**config.mk**
```make
export PLATFORM = sky130hd
export DESIGN_NAME = seg_595_rx_flat
export DESIGN_NICKNAME = d
export VERILOG_FILES = /design/src/rtl/seg_595_rx_if.sv /design/src/rtl/seg_595_rx.sv /design/src/flat_wrapper.sv
export SDC_FILE = /design/constraint.sdc
export NUM_CORES = 1
export LEC_CHECK = 0
export ABC_AREA = 0
export ABC_CLOCK_PERIOD_IN_PS = 1600
export CAP_MARGIN = 0
export CORE_MARGIN = 8
export CORE_UTILIZATION = 45
export CTS_CLUSTER_SIZE = 25
export DETAILED_ROUTE_END_ITERATION = 6
export PLACE_DENSITY = 0.76
export SETUP_SLACK_MARGIN = 0.15
export SLEW_MARGIN = 30
export SYNTH_ARGS = -nofsm -noshare
export SYNTH_HDL_FRONTEND = slang
export SYNTH_SLANG_ARGS = --single-unit
```
**constraint.sdc**
```tcl
create_clock -name sys_clk -period 1.6 [get_ports sys_clk]
set_clock_uncertainty 0.15 [all_clocks]
set_input_delay 0.16 -clock sys_clk [delete_from_list [all_inputs] [get_ports sys_clk]]
set_output_delay 0.16 -clock sys_clk [all_outputs]
set_load 0.02 [all_outputs]
```
**src/rtl/seg_595_rx_if.sv**
```systemverilog
// seg_595_rx_if
// Pin bundle of a 74HC595 seven-segment chain as seen by a monitor.
//   shcp : shift clock, ds captured on its rising edge
//   stcp : storage clock, shift register copied to outputs on its rising edge
//   ds   : serial data
//   oe   : output enable, active-low
// master : the side that drives the pins (display driver or bench)
// slave  : the side that only observes them (seg_595_rx)
interface seg_595_rx_if;
    logic shcp;
    logic stcp;
    logic ds;
    logic oe;

    modport master (output shcp, output stcp, output ds, output oe);
    modport slave  (input  shcp, input  stcp, input  ds, input  oe);
endinterface

```
**src/rtl/seg_595_rx.sv**
```systemverilog
// seg_595_rx
// Observes the pins of a dynamic-scan 74HC595 seven-segment driver and
// rebuilds what the panel shows: the latched 14-bit word, a six-digit frame
// buffer keyed by the one-hot digit select, and framing/error strobes.
//
// Parameters:
//   SYNC_STAGES : synchronizer depth on every pin (2..3)
// Ports:
//   sys_clk, sys_rst   : clock, synchronous active-high reset
//   pins (slave)       : shcp, stcp, ds, oe pins of the 595 chain
//   seg_q, sel_q       : latched segment byte (active-low) and digit select
//   out_en             : synchronized inverted oe
//   latch_pulse        : strobe when seg_q/sel_q update
//   len_err            : strobe when a latch follows a shift count other than 14
//   digit_seg          : frame buffer, digit i at [8i+7:8i]
//   frame_done         : strobe when all six digits were refreshed
//   sel_err            : strobe when a latched select is not one-hot
//   digit_val/digit_ok : per-digit decoded hex value and valid flag
// Build option:
//   SEG595_RX_DECODE_EN : when defined, adds the registered 7-segment decoder;
//                         otherwise digit_val/digit_ok are tied to zero.
module seg_595_rx #(
    parameter int SYNC_STAGES = 2
) (
    input  logic         sys_clk,
    input  logic         sys_rst,
    seg_595_rx_if.slave  pins,
    output logic [7:0]   seg_q,
    output logic [5:0]   sel_q,
    output logic         out_en,
    output logic         latch_pulse,
    output logic [47:0]  digit_seg,
    output logic         frame_done,
    output logic         len_err,
    output logic         sel_err,
    output logic [23:0]  digit_val,
    output logic [5:0]   digit_ok
);

    // Pin vector order {oe, ds, stcp, shcp}; oe idles high (panel dark).
    localparam logic [3:0] PIN_IDLE = 4'b1000;

    logic [3:0]  pin_raw;
    logic [3:0]  sync_q [SYNC_STAGES];
    logic [3:0]  pin_s;
    logic [1:0]  hist_q;
    logic        shcp_rise;
    logic        stcp_rise;
    logic        ds_s;
    logic        oe_s;

    logic [13:0] sr;
    logic [13:0] sr_next;
    logic [3:0]  bcnt;
    logic [3:0]  bcnt_next;
    logic        cap_vld;
    logic [13:0] cap_word;
    logic        cap_len_err;
    logic [7:0]  cap_seg;

    logic [5:0]  upd_mask;
    logic [5:0]  mask_next;
    logic        sel_onehot;

    assign pin_raw = {pins.oe, pins.ds, pins.stcp, pins.shcp};

    always_ff @(posedge sys_clk) begin
        if (sys_rst) begin
            for (int i = 0; i < SYNC_STAGES; i++) sync_q[i] <= PIN_IDLE;
            hist_q <= 2'b00;
        end else begin
            sync_q[0] <= pin_raw;
            for (int i = 1; i < SYNC_STAGES; i++) sync_q[i] <= sync_q[i-1];
            hist_q <= sync_q[SYNC_STAGES-1][1:0];
        end
    end

    assign pin_s     = sync_q[SYNC_STAGES-1];
    assign shcp_rise = pin_s[0] & ~hist_q[0];
    assign stcp_rise = pin_s[1] & ~hist_q[1];
    // ds travels through the same chain as shcp, so it is aligned with the rise.
    assign ds_s      = pin_s[2];
    assign oe_s      = pin_s[3];

    // A shift in the same cycle as a latch is applied first, so the latch
    // and the length check both see the post-shift state.
    always_comb begin
        sr_next   = sr;
        bcnt_next = bcnt;
        if (shcp_rise) begin
            sr_next = {sr[12:0], ds_s};
            if (bcnt != 4'd15) bcnt_next = bcnt + 4'd1;
        end
    end

    always_ff @(posedge sys_clk) begin
        if (sys_rst) begin
            sr          <= '0;
            bcnt        <= '0;
            cap_vld     <= 1'b0;
            cap_word    <= '0;
            cap_len_err <= 1'b0;
        end else begin
            sr      <= sr_next;
            cap_vld <= stcp_rise;
            if (stcp_rise) begin
                cap_word    <= sr_next;
                cap_len_err <= (bcnt_next != 4'd14);
                bcnt        <= '0;
            end else begin
                bcnt <= bcnt_next;
            end
        end
    end

    // The driver shifts the segment byte LSB first, so the first bit (sr[13])
    // is seg[0]; the select follows MSB first and lands unreversed in sr[5:0].
    always_comb begin
        cap_seg = '0;
        for (int k = 0; k < 8; k++) cap_seg[k] = cap_word[13-k];
    end

    always_ff @(posedge sys_clk) begin
        if (sys_rst) begin
            seg_q       <= 8'hFF;
            sel_q       <= '0;
            latch_pulse <= 1'b0;
            len_err     <= 1'b0;
            out_en      <= 1'b0;
        end else begin
            latch_pulse <= cap_vld;
            len_err     <= cap_vld & cap_len_err;
            out_en      <= ~oe_s;
            if (cap_vld) begin
                seg_q <= cap_seg;
                sel_q <= cap_word[5:0];
            end
        end
    end

    assign sel_onehot = (sel_q != 6'd0) && ((sel_q & (sel_q - 6'd1)) == 6'd0);
    assign mask_next  = upd_mask | sel_q;

    always_ff @(posedge sys_clk) begin
        if (sys_rst) begin
            digit_seg  <= {6{8'hFF}};
            upd_mask   <= '0;
            frame_done <= 1'b0;
            sel_err    <= 1'b0;
        end else begin
            frame_done <= 1'b0;
            sel_err    <= 1'b0;
            if (latch_pulse) begin
                if (sel_onehot) begin
                    for (int i = 0; i < 6; i++) begin
                        if (sel_q[i]) digit_seg[8*i +: 8] <= seg_q;
                    end
                    if (mask_next == 6'h3F) begin
                        frame_done <= 1'b1;
                        upd_mask   <= '0;
                    end else begin
                        upd_mask <= mask_next;
                    end
                end else begin
                    sel_err <= 1'b1;
                end
            end
        end
    end

`ifdef SEG595_RX_DECODE_EN
    // Decimal-point bit is ignored; returns {ok, value}.
    function automatic logic [4:0] decode_digit(input logic [6:0] p);
        logic [4:0] r;
        case (p)
            7'h40:   r = {1'b1, 4'd0};
            7'h79:   r = {1'b1, 4'd1};
            7'h24:   r = {1'b1, 4'd2};
            7'h30:   r = {1'b1, 4'd3};
            7'h19:   r = {1'b1, 4'd4};
            7'h12:   r = {1'b1, 4'd5};
            7'h02:   r = {1'b1, 4'd6};
            7'h78:   r = {1'b1, 4'd7};
            7'h00:   r = {1'b1, 4'd8};
            7'h10:   r = {1'b1, 4'd9};
            default: r = 5'd0;
        endcase
        return r;
    endfunction

    always_ff @(posedge sys_clk) begin
        if (sys_rst) begin
            digit_val <= '0;
            digit_ok  <= '0;
        end else begin
            for (int i = 0; i < 6; i++) begin
                {digit_ok[i], digit_val[4*i +: 4]} <= decode_digit(digit_seg[8*i +: 7]);
            end
        end
    end
`else
    assign digit_val = '0;
    assign digit_ok  = '0;
`endif

endmodule

```
**src/flat_wrapper.sv**
```systemverilog
// flat-port wrapper written by rule: the top's interface ports become plain ports
module seg_595_rx_flat 
#(
    parameter int SYNC_STAGES = 2
)
  (sys_clk, sys_rst, seg_q, sel_q, out_en, latch_pulse, digit_seg, frame_done, len_err, sel_err, digit_val, digit_ok, pins_shcp, pins_stcp, pins_ds, pins_oe);
  seg_595_rx_if pins_i ();
  input  logic sys_clk;
  input  logic sys_rst;
  output logic [7:0] seg_q;
  output logic [5:0] sel_q;
  output logic out_en;
  output logic latch_pulse;
  output logic [47:0] digit_seg;
  output logic frame_done;
  output logic len_err;
  output logic sel_err;
  output logic [23:0] digit_val;
  output logic [5:0] digit_ok;
  input wire logic [$bits(pins_i.shcp)-1:0] pins_shcp;
  input wire logic [$bits(pins_i.stcp)-1:0] pins_stcp;
  input wire logic [$bits(pins_i.ds)-1:0] pins_ds;
  input wire logic [$bits(pins_i.oe)-1:0] pins_oe;
  assign pins_i.shcp = pins_shcp;
  assign pins_i.stcp = pins_stcp;
  assign pins_i.ds = pins_ds;
  assign pins_i.oe = pins_oe;
  seg_595_rx #(.SYNC_STAGES(SYNC_STAGES)) u_core (.sys_clk(sys_clk), .sys_rst(sys_rst), .pins(pins_i), .seg_q(seg_q), .sel_q(sel_q), .out_en(out_en), .latch_pulse(latch_pulse), .digit_seg(digit_seg), .frame_done(frame_done), .len_err(len_err), .sel_err(sel_err), .digit_val(digit_val), .digit_ok(digit_ok));
endmodule
```
==> results of run 1 <==
==> metrics by stage <==
stage	hold slack (ns)	instance area, um2	worst slack, ns
after floorplan	0.114	4790	-0.164
after global placement	0.217	5670	-0.0436
after detailed placement	0.230	5670	-0.106
after CTS	0.0386	6400	-0.0507
after global routing	0.0398	6340	-0.101
final	0.0538	6340	-0.0709
==> flip-flops by register name (all words and copies together), names as in the netlist <==
signal              cells
u_core.digit_seg       48
u_core.cap_word        14
u_core.sr              14
u_core.seg_q            8
u_core.sync_q           8
u_core.sel_q            6
u_core.upd_mask         6
u_core.bcnt             4
u_core.hist_q           2
u_core.cap_len_err      1
u_core.cap_vld          1
u_core.frame_done       1
u_core.latch_pulse      1
u_core.len_err          1
u_core.out_en           1
u_core.sel_err          1
==> cell families (layout without fill, tap and decap cells) <==
family,after synthesis,in the layout,synth area share
and+or+nand+nor,153,154,0.185
DFF,117,117,0.512
AOI/OAI and AO/OA,104,104,0.180
buffers and inverters,76,179,0.0983
muxes,8,8,0.0175
xor gates and xnor gates,2,2,0.00383
adders and majority gates,1,1,0.00274
other,1,30,0.000820
==> cell usage in the layout (no fill, tap or decap), types with 2 or more instances in the layout <==
master           synthesis  final
dfxtp_1                117    104
buf_2                    5     50
buf_4                   32     42
a211o_1                 39     39
nor2_1                  39     38
nand2_1                 42     38
conb_1                   1     30
nor2b_1                 29     27
buf_6                    5     19
a21oi_1                 17     17
clkbuf_16                0     16
nor3b_1                 16     14
a21o_1                  14     14
inv_1                   11     11
o211ai_1                11     11
buf_12                   0      9
dfxtp_4                  0      9
mux2i_1                  8      8
a211o_2                  7      7
clkdlybuf4s15_2          0      6
a211oi_2                 0      5
clkinv_4                 0      5
nor4b_4                  0      4
inv_6                    0      4
clkinvlp_4               0      4
clkdlybuf4s50_1          0      4
clkbuf_2                 0      4
dfxtp_2                  0      4
or2_2                    3      3
nor3b_2                  0      2
nand2_4                  0      2
nand2_2                  0      2
nor3_1                   4      2
nor3_2                   0      2
nor4_4                   1      2
and4b_1                  2      2
a221oi_2                 0      2
==> per-layer routing <==
layer  vias up  global-route usage  wire length, um
li1       1798                   -                -
met1      1842               0.198             5100
met2       100               0.297             6090
met3        16              0.0452              683
met4         0              0.0691              176
met5         -                   0                0
==> power groups by stage <==
stage,registers [W],clock network (W),logic (W)
3_5_place_dp,0.00301,0,0.000257
5_1_grt,0.00294,0.00356,0.000285
4_1_cts,0.00294,0.00341,0.000258
6_report,0.00294,0.00337,0.000266
3_3_place_gp,0.00301,0,0.000254
2_1_floorplan,0.00302,0,0.000214
==> timing repair <==
action                     CTS  global route
pin swaps                   15            18
gates cloned                 0             1
buffers inserted            11             7
setup endpoints to repair  125            98
hold buffers                 1             0
hold endpoints to repair    14             0
resized for setup          279            48
==> critical path, stage by stage, from the launching register on <==
cell and delay [ns]:
dfxtp_4 0.38, nor4b_4 0.40, nand2_1 0.16, buf_12 0.17, a211o_1 0.30
==> layout make-up <==
cell class | instances | area, um2
Fill cell | 791 | 3480
Sequential cell | 117 | 2380
Inverter | 12 | 45.0
Clock inverter | 14 | 120
Timing Repair Buffer | 135 | 1100
Multi-Input combinational cell | 299 | 2110
Clock buffer | 18 | 418
Tap cell | 133 | 166
==> worst paths after layout <==
| path | start | endpoint | slack [ns] | depth (start not counted) |
|---|---|---|---|---|
| hold reg to reg | u_core.sync_q[0][7]$_SDFF_PP1_ | u_core.out_en$_SDFF_PP0_ | 0.24 | 1 |
| setup reg to reg | u_core.sel_q[2]$_SDFFE_PP0P_ | u_core.digit_seg[15]$_SDFFE_PP1P_ | -0.07 | 4 |
| hold / removal | pins_ds | u_core.sync_q[0][2]$_SDFF_PP0_ | 0.05 | 2 |
| setup / recovery | u_core.sel_q[2]$_SDFFE_PP0P_ | u_core.digit_seg[15]$_SDFFE_PP1P_ | -0.07 | 4 |
==> impl_metrics.csv, run 1 <==
group,metric,value,unit
synth,async_flop_share,0,
synth,yosysSeqAreaShare,0.512,
sta,finalHoldViolCount,0,
layout,post-route-util,0.645,
flow_run,drv_cap,0,
sta,rsz0062_at_grt,"yes",
critical_path,critPathKind,"reg -> reg",
layout,stdcell_count,728,
global_route,grt_max_degree,36,
layout,area_delta_synth_final,38.7,%
synth,synth-seq-cells,117,
place,portBuffers,72,
sta,min_period_over_period,1.04,
die,fp.coreArea,9820,um2
global_route,grt_antenna_before_repair,0,
power_and_ir_drop,total_power,0.00657,W
critical_path,arrival,1.92,ns
global_route,grt_pass1_vias,3686,
die,start_util,0.465,
cts,cts_sinks,117,
detailed_routing,remaining_drc_errors,0,
detailed_routing,wl_per_cell,16.6,um
synth,synth_cell_type_count,49,
synth,syn_area,4570,um2
outcome,violations,"negative setup slack",
cts,cts-buffers-inserted,17,
detailed_routing,dr_total_vias,3756,
detailed_routing,routed_wl,12.1,mm
place,place_congestion,0.839,
detailed_routing,drt-initial-drc-count,257,
power_and_ir_drop,leakagePower,2.65,nW
layout,drive_gt1_frac,0.368,
synth,synth_flop_cell,"dfxtp_1",
layout,diodes,0,
detailed_routing,vias_per_cell,5.16,
cts,htreeDepth,4,
die,dieArea,13600,um2
power_and_ir_drop,p_seq_frac,0.448,
synth,synth_edf_count,0,
die,rows,36,
sta,finalSetupTns,-1.26,ns
synth,postSynthAreaPerCell,9.89,um2
cts,cts_tree,"built",
die,io_pins,103,
cts,cts_root_buf,"clkbuf_8",
die,die_height,117,um
sta,finalSetupViolCount,39,
die,fp.dieW,117,um
synth,synth_common_cells,"dfxtp_1, nand2_1, a211o_1, nor2_1, buf_4",
cts,cts_buffer_depth,2,
global_route,gr-total-overflow,0,
layout,finalNetCount,589,
synth,netlist_instances,462,
sta,max_freq,0.598,GHz
synth,yosysWarnings,0,
critical_path,crit_required,1.84,ns
power_and_ir_drop,pwr-share-comb,0.040,
global_route,grt_util_all_layers,0.172,
critical_path,crit_fanout,15,
worst_hold_path,hp-class,"in -> reg",
place,place_hpwl,7.85,mm
critical_path,worst_setup_path_end_kind,"flip-flop",
synth,synth_top_area_cell,"dfxtp_1",
synth,synth_top_cells_by_area,"dfxtp_1, a211o_1, buf_4",
cts,clk_latency,0.51,ns
power_and_ir_drop,ir_drop,0.785,mV
place,dp.cells,676,
critical_path,critPathLaunchType,"flip-flop",
cts,clk_pin_slew,0.06,ns
detailed_routing,antenna_left,0,
power_and_ir_drop,p_sw_frac,0.249,
sta,postLayoutSetupSlackWorst,-0.0709,ns
sta,min_period,1.67,ns
outcome,status,"finished with violations",
power_and_ir_drop,p_int,0.00494,W
power_and_ir_drop,power.density,1040,nW/um2
power_and_ir_drop,clockPowerShare,0.512,
synth,synthDominantCellAreaShare,0.512,
detailed_routing,dr.pass1.iters,5,
global_route,grt_pass1_wl,18.2,mm
sta,finalMaxSlewViolations,0,
synth,yosysMostFrequentCell,"dfxtp_1",
power_and_ir_drop,p_sw,0.00163,W
Power figures use the tool's default switching activity.
==> run 2: changes to the inputs <==
--- a/config.mk
+++ b/config.mk
@@ -10,7 +10,7 @@
 export CAP_MARGIN = 0
 export CORE_MARGIN = 8
 export CORE_UTILIZATION = 45
-export CTS_CLUSTER_SIZE = 25
+export CTS_CLUSTER_SIZE = 12
 export DETAILED_ROUTE_END_ITERATION = 6
 export PLACE_DENSITY = 0.76
 export SETUP_SLACK_MARGIN = 0.15
==> results of run 2 <==
The final DEF is identical to that of run 1; final timing and power are the same.
==> run 3: changes to the inputs <==
--- a/config.mk
+++ b/config.mk
@@ -7,13 +7,13 @@
 export LEC_CHECK = 0
 export ABC_AREA = 0
 export ABC_CLOCK_PERIOD_IN_PS = 1600
-export CAP_MARGIN = 0
 export CORE_MARGIN = 8
 export CORE_UTILIZATION = 45
 export CTS_CLUSTER_SIZE = 12
 export DETAILED_ROUTE_END_ITERATION = 6
 export PLACE_DENSITY = 0.76
 export SETUP_SLACK_MARGIN = 0.15
+export SKIP_LAST_GASP = 1
 export SLEW_MARGIN = 30
 export SYNTH_ARGS = -nofsm -noshare
 export SYNTH_HDL_FRONTEND = slang
==> impl_metrics.csv, run 3 (same netlist as run 1, synthesis figures left out) <==
group,metric,value,unit
critical_path,critPathKind,"reg -> reg",
cts,clk_latency,0.51,ns
global_route,grt_pass1_wl,18.1,mm
layout,drive_gt1_frac,0.363,
critical_path,critPathSlowestCell,"nor4b_4",
die,fp.coreArea,9820,um2
place,place_hpwl,7.85,mm
critical_path,worst_setup_path_end_kind,"flip-flop",
power_and_ir_drop,pwr-share-comb,0.040,
sta,rsz0062_at_grt,"yes",
critical_path,path_depth,4,
cts,clk_pin_slew,0.06,ns
place,portBuffers,72,
sta,finalHoldViolCount,0,
detailed_routing,routed_wl,11.9,mm
layout,finalNetCount,589,
sta,min_period,1.68,ns
global_route,met2_usage,0.295,
global_route,gr-total-overflow,0,
cts,cts_sinks,117,
power_and_ir_drop,ir_drop,0.786,mV
layout,final_common_cell,"dfxtp_1",
die,rows,36,
layout,largest_reg_flops,48,
layout,top_register,"u_core.digit_seg",
sta,finalSetupViolCount,41,
cts,cts_buffer_depth,2,
flow_run,drv_cap,0,
layout,mostFrequentLayoutCells,"dfxtp_1, buf_2, buf_4",
layout,diodes,0,
power_and_ir_drop,power.density,1040,nW/um2
critical_path,worstPathCellList,"nor4b_4 -> nand2_1 -> buf_12 -> a211o_1",
die,die_height,117,um
outcome,violations,"negative setup slack",
layout,post-route-util,0.644,
die,io_pins,103,
power_and_ir_drop,p_sw,0.00163,W
worst_hold_path,hp-class,"in -> reg",
global_route,grt_use_met3,0.0446,
critical_path,critical_path.top_delay_family,"simple AND/OR/NAND/NOR gates",
critical_path,critPathLaunchType,"flip-flop",
sta,postLayoutSetupSlackWorst,-0.0769,ns
sta,worst_hold_slack,0.0542,ns
detailed_routing,vias_per_cell,5.16,
power_and_ir_drop,total_power,0.00657,W
power_and_ir_drop,clockPowerShare,0.512,
global_route,grt_max_degree,36,
sta,finalMaxSlewViolations,0,
place,place_congestion,0.839,
layout,postLayoutCellArea,6320,um2
critical_path,arrival,1.92,ns
die,fp.dieW,117,um
detailed_routing,dr_total_vias,3759,
critical_path,max_stage_delay,0.40,ns
detailed_routing,wl_per_cell,16.4,um
power_and_ir_drop,leakagePower,2.65,nW
cts,htreeDepth,4,
power_and_ir_drop,p_sw_frac,0.248,
die,start_util,0.465,
sta,max_freq,0.596,GHz
detailed_routing,dr.pass1.iters,4,
global_route,grt_antenna_before_repair,0,
sta,min_period_over_period,1.05,
global_route,use_met1,0.199,
detailed_routing,drt-initial-drc-count,207,
power_and_ir_drop,p_seq_frac,0.448,
critical_path,crit_required,1.85,ns
layout,area_delta_synth_final,38.4,%
power_and_ir_drop,p_int,0.00494,W
global_route,grt_util_all_layers,0.171,
layout,multi_input_area,2100,um2
worst_hold_path,hold_depth,2,
die,dieArea,13600,um2
cts,cts_tree,"built",
place,place_area,5670,um2
global_route,busiest_layer,"met2",
global_route,grt_pass1_vias,3683,
critical_path,crit_fanout,15,
cts,cts-buffers-inserted,17,
cts,cts_root_buf,"clkbuf_8",
critical_path,critical_path_buf_inv_count,1,
layout,fillCellCount,786,
critical_path,reg2regPathDepth,4,
layout,ff_latch_area,2380,um2
layout,reg.largest.list,"u_core.digit_seg x48, u_core.cap_word x14, u_core.sr x14",
detailed_routing,remaining_drc_errors,0,
detailed_routing,antenna_left,0,
outcome,status,"finished with violations",
[run 3: metrics by stage]
stage | TNS, ns | setup WS [ns] | cells
after CTS | -0.802 | -0.0507 | 720
final | -1.40 | -0.0769 | 728
after global placement | -0.297 | -0.0436 | 676
after floorplan | -3.65 | -0.164 | 491
after global routing | -3.71 | -0.103 | 728
after detailed placement | -1.27 | -0.106 | 676
[run 3: final timing paths]
kind | startpoint | to | slack (ns)
worst max-delay path | u_core.sel_q[2]$_SDFFE_PP0P_ | u_core.digit_seg[15]$_SDFFE_PP1P_ | -0.08
worst min-delay path | pins_ds | u_core.sync_q[0][2]$_SDFF_PP0_ | 0.05
worst max register to register | u_core.sel_q[2]$_SDFFE_PP0P_ | u_core.digit_seg[15]$_SDFFE_PP1P_ | -0.08
worst min register to register | u_core.sync_q[0][7]$_SDFF_PP1_ | u_core.out_en$_SDFF_PP0_ | 0.24
[run 3: what timing repair did]
| item | in CTS | in global routing |
|---|---|---|
| setup buffers | 11 | 7 |
| gates cloned | 0 | 1 |
| hold buffers | 1 | 0 |
| gates resized for setup | 270 | 53 |
| pin swaps | 13 | 16 |
| endpoints found under the hold margin | 14 | 0 |
| setup endpoints to repair | 125 | 98 |
[run 3: area by class of cell]
class                           instances  area share
Multi-Input combinational cell        299       0.333
Tap cell                              133      0.0263
Clock inverter                         14      0.0190
Inverter                               12     0.00712
Clock buffer                           18      0.0661
Timing Repair Buffer                  135       0.172
Sequential cell                       117       0.377
[run 3: metal layers]
layer  wire, um  vias up
met1       5100     1850
met4        184        0
li1           -     1793
met5          0        -
met3        650       17
met2       5990       99
[run 3: power by group through the flow]
stage                     Clock, W  Combinational (W)  Sequential [W]
after floorplan                  0           0.000214         0.00302
after global placement           0           0.000254         0.00301
after detailed placement         0           0.000257         0.00301
after CTS                  0.00341           0.000258         0.00294
after global routing       0.00356           0.000284         0.00294
final                      0.00337           0.000264         0.00294
